==> src/rtl/dpram_reg_master.sv <==
// dpram_reg_master: sequencer owning the holding-register port of the Modbus
// register DPRAM. Bounds-checks read/write-register requests, then moves the
// words one at a time between the RAM port and the read/write streams.
// Optional feature: define REG_READBACK_EN to read back and verify every
// committed word (mismatch aborts the request with exception 0x04).
module dpram_reg_master #(
  parameter int unsigned A_WIDTH = 4,
  parameter int unsigned D_WIDTH = 16,
  parameter int unsigned MAX_QTY = 8
) (
  input  logic               CLOCK,
  input  logic               RESET,
  input  logic               REQ_VALID,
  output logic               REQ_READY,
  input  logic               REQ_WR,
  input  logic [15:0]        REQ_ADDR,
  input  logic [7:0]         REQ_QTY,
  input  logic [D_WIDTH-1:0] WR_DATA,
  input  logic               WR_VALID,
  output logic               WR_READY,
  output logic [D_WIDTH-1:0] RD_DATA,
  output logic               RD_VALID,
  input  logic               RD_READY,
  output logic               DONE,
  output logic [7:0]         EXC,
  output logic               RAM_EN,
  output logic               RAM_WE,
  output logic [A_WIDTH-1:0] RAM_ADDR,
  output logic [D_WIDTH-1:0] RAM_DI,
  input  logic [D_WIDTH-1:0] RAM_DO
);

  localparam int unsigned SUM_W     = 17;
  localparam int unsigned MAP_WORDS = 1 << A_WIDTH;
  localparam logic [7:0]  EXC_OK    = 8'h00;
  localparam logic [7:0]  EXC_ADDR  = 8'h02;
  localparam logic [7:0]  EXC_QTY   = 8'h03;
`ifdef REG_READBACK_EN
  localparam logic [7:0]  EXC_VERIFY = 8'h04;
`endif

  typedef enum logic [3:0] {
    IDLE,
    CHECK,
    RD_ISSUE,
    RD_CAPT,
    RD_OUT,
    WR_ACCEPT,
    WR_COMMIT,
`ifdef REG_READBACK_EN
    WR_VERIFY,
`endif
    FINISH
  } state_t;

  state_t               state_q, state_n;
  logic                 wr_q, wr_n;
  logic [15:0]          addr_q, addr_n;
  logic [7:0]           qty_q, qty_n;
  logic [7:0]           idx_q, idx_n;
  logic [7:0]           exc_q, exc_n;
  logic                 done_q, done_n;
  logic [D_WIDTH-1:0]   rd_data_q, rd_data_n;
  logic                 rd_valid_q, rd_valid_n;
  logic                 ram_en_q, ram_en_n;
  logic                 ram_we_q, ram_we_n;
  logic [A_WIDTH-1:0]   ram_addr_q, ram_addr_n;
  logic [D_WIDTH-1:0]   ram_di_q, ram_di_n;

  logic [SUM_W-1:0]     addr_end;
  logic [A_WIDTH-1:0]   base;
  logic [7:0]           idx_inc;

  // End address of the request, wide enough that 0xFFFF + qty cannot wrap
  assign addr_end = SUM_W'(addr_q) + SUM_W'(qty_q);
  assign base     = addr_q[A_WIDTH-1:0];
  assign idx_inc  = idx_q + 8'd1;

  // Ready signals decode from state; REQ_READY is held low while in reset
  assign REQ_READY = (state_q == IDLE) && !RESET;
  assign WR_READY  = (state_q == WR_ACCEPT);

  assign RD_DATA  = rd_data_q;
  assign RD_VALID = rd_valid_q;
  assign DONE     = done_q;
  assign EXC      = exc_q;
  assign RAM_EN   = ram_en_q;
  assign RAM_WE   = ram_we_q;
  assign RAM_ADDR = ram_addr_q;
  assign RAM_DI   = ram_di_q;

  // Next-state and next-output decode
  always_comb begin
    state_n    = state_q;
    wr_n       = wr_q;
    addr_n     = addr_q;
    qty_n      = qty_q;
    idx_n      = idx_q;
    exc_n      = exc_q;
    rd_data_n  = rd_data_q;
    rd_valid_n = rd_valid_q;
    ram_en_n   = 1'b0;
    ram_we_n   = 1'b0;
    ram_addr_n = ram_addr_q;
    ram_di_n   = ram_di_q;

    case (state_q)
      IDLE: begin
        if (REQ_VALID) begin
          wr_n    = REQ_WR;
          addr_n  = REQ_ADDR;
          qty_n   = REQ_QTY;
          idx_n   = 8'd0;
          exc_n   = EXC_OK;
          state_n = CHECK;
        end
      end
      CHECK: begin
        if ((qty_q == 8'd0) || (32'(qty_q) > MAX_QTY)) begin
          exc_n   = EXC_QTY;
          state_n = FINISH;
        end else if (addr_end > SUM_W'(MAP_WORDS)) begin
          exc_n   = EXC_ADDR;
          state_n = FINISH;
        end else if (wr_q) begin
          state_n = WR_ACCEPT;
        end else begin
          ram_en_n   = 1'b1;
          ram_addr_n = base + A_WIDTH'(idx_q);
          state_n    = RD_ISSUE;
        end
      end
      RD_ISSUE: begin
        state_n = RD_CAPT;
      end
      RD_CAPT: begin
        rd_data_n  = RAM_DO;
        rd_valid_n = 1'b1;
        state_n    = RD_OUT;
      end
      RD_OUT: begin
        if (RD_READY) begin
          rd_valid_n = 1'b0;
          idx_n      = idx_inc;
          if (idx_inc == qty_q) begin
            state_n = FINISH;
          end else begin
            ram_en_n   = 1'b1;
            ram_addr_n = base + A_WIDTH'(idx_inc);
            state_n    = RD_ISSUE;
          end
        end
      end
      WR_ACCEPT: begin
        if (WR_VALID) begin
          ram_en_n   = 1'b1;
          ram_we_n   = 1'b1;
          ram_di_n   = WR_DATA;
          ram_addr_n = base + A_WIDTH'(idx_q);
          state_n    = WR_COMMIT;
        end
      end
      WR_COMMIT: begin
        idx_n = idx_inc;
`ifdef REG_READBACK_EN
        state_n = WR_VERIFY;
`else
        state_n = (idx_inc == qty_q) ? FINISH : WR_ACCEPT;
`endif
      end
`ifdef REG_READBACK_EN
      WR_VERIFY: begin
        if (RAM_DO != ram_di_q) begin
          exc_n   = EXC_VERIFY;
          state_n = FINISH;
        end else begin
          state_n = (idx_q == qty_q) ? FINISH : WR_ACCEPT;
        end
      end
`endif
      FINISH: begin
        state_n = IDLE;
      end
      default: begin
        state_n = IDLE;
      end
    endcase

    done_n = (state_n == FINISH);
  end

  // State and registered outputs; synchronous reset abandons any transfer
  always_ff @(posedge CLOCK) begin
    if (RESET) begin
      state_q    <= IDLE;
      wr_q       <= 1'b0;
      addr_q     <= '0;
      qty_q      <= '0;
      idx_q      <= '0;
      exc_q      <= EXC_OK;
      done_q     <= 1'b0;
      rd_data_q  <= '0;
      rd_valid_q <= 1'b0;
      ram_en_q   <= 1'b0;
      ram_we_q   <= 1'b0;
      ram_addr_q <= '0;
      ram_di_q   <= '0;
    end else begin
      state_q    <= state_n;
      wr_q       <= wr_n;
      addr_q     <= addr_n;
      qty_q      <= qty_n;
      idx_q      <= idx_n;
      exc_q      <= exc_n;
      done_q     <= done_n;
      rd_data_q  <= rd_data_n;
      rd_valid_q <= rd_valid_n;
      ram_en_q   <= ram_en_n;
      ram_we_q   <= ram_we_n;
      ram_addr_q <= ram_addr_n;
      ram_di_q   <= ram_di_n;
    end
  end

endmodule

==> config.mk <==
export PLATFORM = sky130hd
export DESIGN_NAME = dpram_reg_master
export DESIGN_NICKNAME = d
export VERILOG_FILES = /design/src/rtl/dpram_reg_master.sv
export SDC_FILE = /design/constraint.sdc
export NUM_CORES = 1
export LEC_CHECK = 0
export ABC_AREA = 1
export CORE_ASPECT_RATIO = 1.2
export CORE_MARGIN = 3
export CORE_UTILIZATION = 49
export DETAILED_ROUTE_END_ITERATION = 10
export PLACE_DENSITY = 0.81
export SLEW_MARGIN = 20
export SYNTH_ARGS = -nofsm -noshare
export SYNTH_HDL_FRONTEND = slang
export SYNTH_SLANG_ARGS = --single-unit
==> constraint.sdc <==
create_clock -name CLOCK -period 2.61 [get_ports CLOCK]
set_input_delay 0.522 -clock CLOCK [delete_from_list [all_inputs] [get_ports CLOCK]]
set_output_delay 0.522 -clock CLOCK [all_outputs]
set_load 0.1 [all_outputs]
Word-level counts from Yosys, hierarchy flattened

Cells that the tools add are included.

Reduce and logical (&&, ||, !) cells: 16
Muxes and demuxes: 31
Equal/unequal tests: 16
Bitwise logic cells: 1
$add $sub $neg: 4
$lt $le $gt $ge: 2

Operators with widths:

| operator                                                              | count |
|---|---|
| 4-bit two-way mux                                                     | 9 |
| 8-bit two-way mux                                                     | 4 |
| 4-bit one-hot mux with 7 select lines                                 | 1 |
| 8-bit one-hot mux with 3 select lines                                 | 1 |
| 16-bit by 8-bit adder with 17-bit output                              | 1 |
| 17-bit by 5-bit > comparator with 1-bit output, second input constant | 1 |
| 4-bit by 3-bit == test with 1-bit output, second input constant       | 4 |
| 8-bit one-hot mux with 2 select lines                                 | 1 |
| 2-bit != test, second input constant                                  | 7 |
| 3-bit two-way mux                                                     | 4 |
| 4-bit one-hot mux with 3 select lines                                 | 1 |
| 4-bit adder                                                           | 2 |
| 8-bit by 1-bit adder with 8-bit output, second input constant         | 1 |
| 4-bit by 2-bit == test with 1-bit output, second input constant       | 2 |
| 8-bit == test                                                         | 1 |
| 8-bit by 4-bit > comparator with 1-bit output, second input constant  | 1 |
| 8-bit logical NOT                                                     | 1 |
| 1-bit two-way mux                                                     | 7 |
| 7-bit AND reduction                                                   | 1 |
| 2-bit AND reduction                                                   | 3 |
| 3-bit AND reduction                                                   | 2 |
| 3-bit nonzero test                                                    | 2 |
| 4-bit by 1-bit == test with 1-bit output, second input constant       | 1 |
| 4-bit logical NOT                                                     | 1 |
| other kinds (10)                                                      | 11 |

Input bits: 62
Bits in registers: 85
Output and inout bits: 50

Depth between registers and ports, before layout

Depth after elaboration: 6
Gate-level depth with buffers: 16
Gate-level depth less buffers: 16

Worst setup path before layout

No wires, ideal clock.

Kind: input to output
Start point: input port RESET
End point: output port REQ_READY
Path slack: -1.512 ns
Buffers on the path: 1
Stages on the path: 2
Data arrival time: 3.600 ns
Required time: 2.088 ns
Path through: clkbuf_1 > nor4_1

Longest elaborated chain between the ends: 2

Ends and longest elaborated chain:

| what              | line | text |
|---|---|---|
| start, declared   | 12   | `input logic RESET,` |
| 1-bit logical NOT | 80   | `assign REQ_READY = (state_q == IDLE) && !RESET;` |
| 1-bit logical AND | 80   |  |
| end, declared     | 14   | `output logic REQ_READY,` |

Every way passes these cells.

Final worst setup path

Start point: register addr_q[0]
End point: register done_q (netlist: DONE)

Longest elaborated chain between the ends: 6

Ends and longest elaborated chain:

| what                                           | line | text |
|---|---|---|
| start, declared                                | 58   | `logic [15:0] addr_q, addr_n;` |
| start signal, assigned                         | 211  | `addr_q <= addr_n;` |
| 16-bit by 8-bit adder with 17-bit output       | 75   | `assign addr_end = SUM_W'(addr_q) + SUM_W'(qty_q);` |
| 17-bit by 5-bit > comparator with 1-bit output | 122  | `end else if (addr_end > SUM_W'(MAP_WORDS)) begin` |
| 3-bit two-way mux                              | 122  |  |
| 3-bit two-way mux                              | 119  | `if ((qty_q == 8'd0) \|\| (32'(qty_q) > MAX_QTY)) begin` |
| 4-bit one-hot mux with 7 select lines          | 107  | `case (state_q)` |
| 4-bit by 3-bit == test with 1-bit output       | 189  | `done_n = (state_n == FINISH);` |
| end signal, assigned                           | 215  | `done_q <= done_n;` |
| end, declared                                  | 62   | `logic done_q, done_n;` |

Every way passes these cells.
A chain may end at the register's enable or synchronous reset.

==> key figures <==
Hold path
  – Hold Startpoint: RAM_DI[14]
  – Hold path cells: 2
  – WHS Endpoint: RAM_DI[14]
  – Min-delay worst type: flop to flop

Setup path
  – FF-to-FF path depth: 14
  – Crit path max fanout: 6
  – Critical path capture point type: flop
  – Required @ worst endpoint: 2.87 ns
  – Startpoint types: flop
  – CP Class: flop to flop
  – Worst r2r src: addr_q[0]
  – Worst Path Arrival: 2.68 ns
  – R2r setup slk: approximately 0.18 ns
  – Critical R2R Capture: DONE

Yosys
  – Post-synth top area share: 37.40%
  – Syn. warnings: 0
  – Unique cell type count in the Yosys netlist: 39
  – Synth top area cells: dfxtp_1, nand2_1, a21oi_1
  – Number of synthesized register bits: 79
  – Synthesized area per cell: 7.084 µm²
  – Post-synthesis instance area: roughly 0.0042 mm²
  – Leading area contributor after synthesis: dfxtp_1
  – Sequential-to-total area share from yosys stat: 37.40%
  – Cell count after synthesis: 597

Layout
  – Area growth from synthesis to layout: 31.12%
  – Fin cells: 820
  – Leading cell type in the layout, fill and taps excluded: nand2_1
  – # diodes: 0
  – Final-stage net count: between 700 and 800
  – Commonest non-fill, non-tap cells in the layout: nand2_1, dfxtp_1, nor2_1
  – Layout cells sized above 1: 16.71%

Floorplanning
  – Die Footprint: 0.009786 mm²
  – Boundary Pins: 112
  – Die X: 90.81 µm
  – Rows: 36
  – Core ar.: 0.008243 mm²
  – Die Ht: around 110 µm
  – Starting Density: 51.31%

Clock tree
  – Clk sinks: 79
  – TritonCTS clock tree: yes
  – Root Buffer: clkbuf_8
  – Cts bufs inserted: 9
  – H-tree depth: 3
  – Clock-pin slew on the worst setup and hold paths: 0.09 ns
  – Worst-Skew Late Latency: about 0.36 ns
  – Post-CTS setup buffers: 0
  – Clock Path Buffers: 2

Detailed routing
  – Drt pass-1 iters: 4
  – Post-route ant nets: 0
  – DRC marker count from the first detailed-route iteration: 221
  – Via-to-Cell Ratio: 5.155
  – Post-DR wirelength/cell: 13.65 µm
  – Drc violations: 0
  – Via count: 4227
  – Final wirelength: roughly 11000 µm

Placement
  – Port bufs: 105
  – Dpl hpwl: 8296 µm
  – Pre-CTS WS: 0.2219 ns
  – Placer Congestion: 0.8588
  – Placed cell count: between 800 and 900

Timing
  – Max Freq: 412.2 MHz
  – Tcrit/Tclk final: 92.96%
  – Setup tns final: 0 ns
  – Worst-Margin Slew: 1.102 ns
  – Hold Fails Final Rpt: 0
  – Slew Viols, Final: 0
  – Clock Skews: roughly 0.014 ns
  – Slack of the critical path: about 0.18 ns
  – RSZ-0062 raised after global routing: false
  – Final setup fails: 0
  – Relative slew margins: roughly 26%
  – Final min period: roughly 2.4 ns

Run status
  – Status: completed

Run
  – Max cap viols: 0

GRT
  – Largest net degree at the start of global routing: 43
  – Total Routing Usage GR: a little under a quarter
  – Vias in the first global route: 4202
  – Grt ovf: 0
  – First-pass GRT wire length: 18500 µm
  – Initial antenna violation count: 0

Power
  – Leak: 2.418 nW
  – Pwr/cell area: 531.8 mW/mm²
  – Peak VDD IR: slightly below 0.0004 V
-- synthesized netlist by cell type (all sizes together) --
| master | instances |
|---|---|
| nand3 | 39 |
| xnor2 | 1 |
| buf | 13 |
| clkbuf | 13 |
| o21bai | 1 |
| dfxtp | 79 |
| nor4 | 3 |
| nand2 | 163 |
| nand4 | 11 |
| and2 | 2 |
| xor2 | 9 |
| inv | 57 |
| conb | 1 |
| nor3 | 11 |
| nor2 | 71 |
| a21oi | 63 |
| a31oi | 2 |
| fa | 2 |
| clkinv | 1 |
| o21ai | 43 |
| ha | 12 |
-- cell families after synthesis --
| logic type | synth area share (%) |
|---|---|
| simple gates | 33.28 |
| compound gates | 13.64 |
| buf+inv | 8.491 |
| flops | 37.40 |
| fa+ha+maj | 4.497 |
| xor+xnor | 2.604 |
| other cells | 0.08867 |
-- layout make-up --
class	count	area, µm²
clock buffer	11	131.4
tap	114	142.6
clock inverter	5	106.4
timing repair buffer	112	1018
inverter	58	217.7
multi-input combinational	441	2347
fill	728	2698
sequential	79	1582
-- per-stage QoR --
stage / power (mW) / instance area (µm²) / util [%] / hold WS [ns]
3_3_place_gp: 1.859 / 5293 / 64.21 / 0.4539
4_1_cts: 2.962 / 5530 / 67.09 / 0.4692
2_1_floorplan: 1.691 / 4273 / - / 0.4488
5_1_grt: 3.083 / 5545 / 67.27 / 0.4930
6_report: 2.949 / 5545 / 67.27 / 0.4675
3_5_place_dp: 1.870 / 5293 / 64.21 / 0.4574
-- worst max-delay path: stages (launching register included) --
cell     delay [ns]
dfxtp_1        0.34
ha_1           0.24
fa_2           0.36
nand2_1        0.07
nand2_1        0.07
and2_1         0.16
xor2_1         0.14
nand2_1        0.07
nand2_1        0.08
nor3_4         0.32
nand3_2        0.16
nand2_4        0.12
nand3_2        0.06
nand2_1        0.08
nor2_1         0.06
-- registers in the layout, indices dropped and copies added, names as in the netlist --
register and cells:
RD_VALID 1, qty_q 8, addr_q 16, RAM_EN 1, EXC 2, RAM_WE 1
state_q 4, wr_q 1, idx_q 8, DONE 1, RD_DATA 16, RAM_ADDR 4
RAM_DI 16
-- how the worst max path moves through the flow --
stage	cells after the start	endpoint	slack (ns)	startpoint
detailed placement	16	DONE	0.22	addr_q[0]
floorplan	2	REQ_READY	0.29	RESET
finish	14	DONE	0.18	addr_q[0]
global route	16	DONE	0.005	qty_q[0]
CTS	14	RAM_ADDR[1]	0.18	addr_q[0]
global placement	16	DONE	0.34	addr_q[0]
-- power by group --
part           leakage (nW)  internal (mW)  total (mW)  switching (mW)
sequential            0.641           1.25        1.30          0.0476
combinational          1.66          0.210       0.563           0.353
clock                 0.114          0.638        1.09           0.453
-- layer usage --
layer | GRT usage, % | up-vias | part of all wire [%]
li1 | - | 2134 | -
met1 | 25.56 | 1942 | 40
met2 | 42.13 | 127 | 50
met3 | 7.413 | 24 | 6.9
met4 | 7.974 | 0 | 2.6
met5 | 0 | - | 0
-- what timing repair did --
| item | CTS | global route |
|---|---|---|
| setup endpoints to repair | 0 | 5 |
| gates resized for setup | 0 | 1 |
| hold buffers | 0 | 0 |
Note: power is estimated with default switching activity, not from simulation.
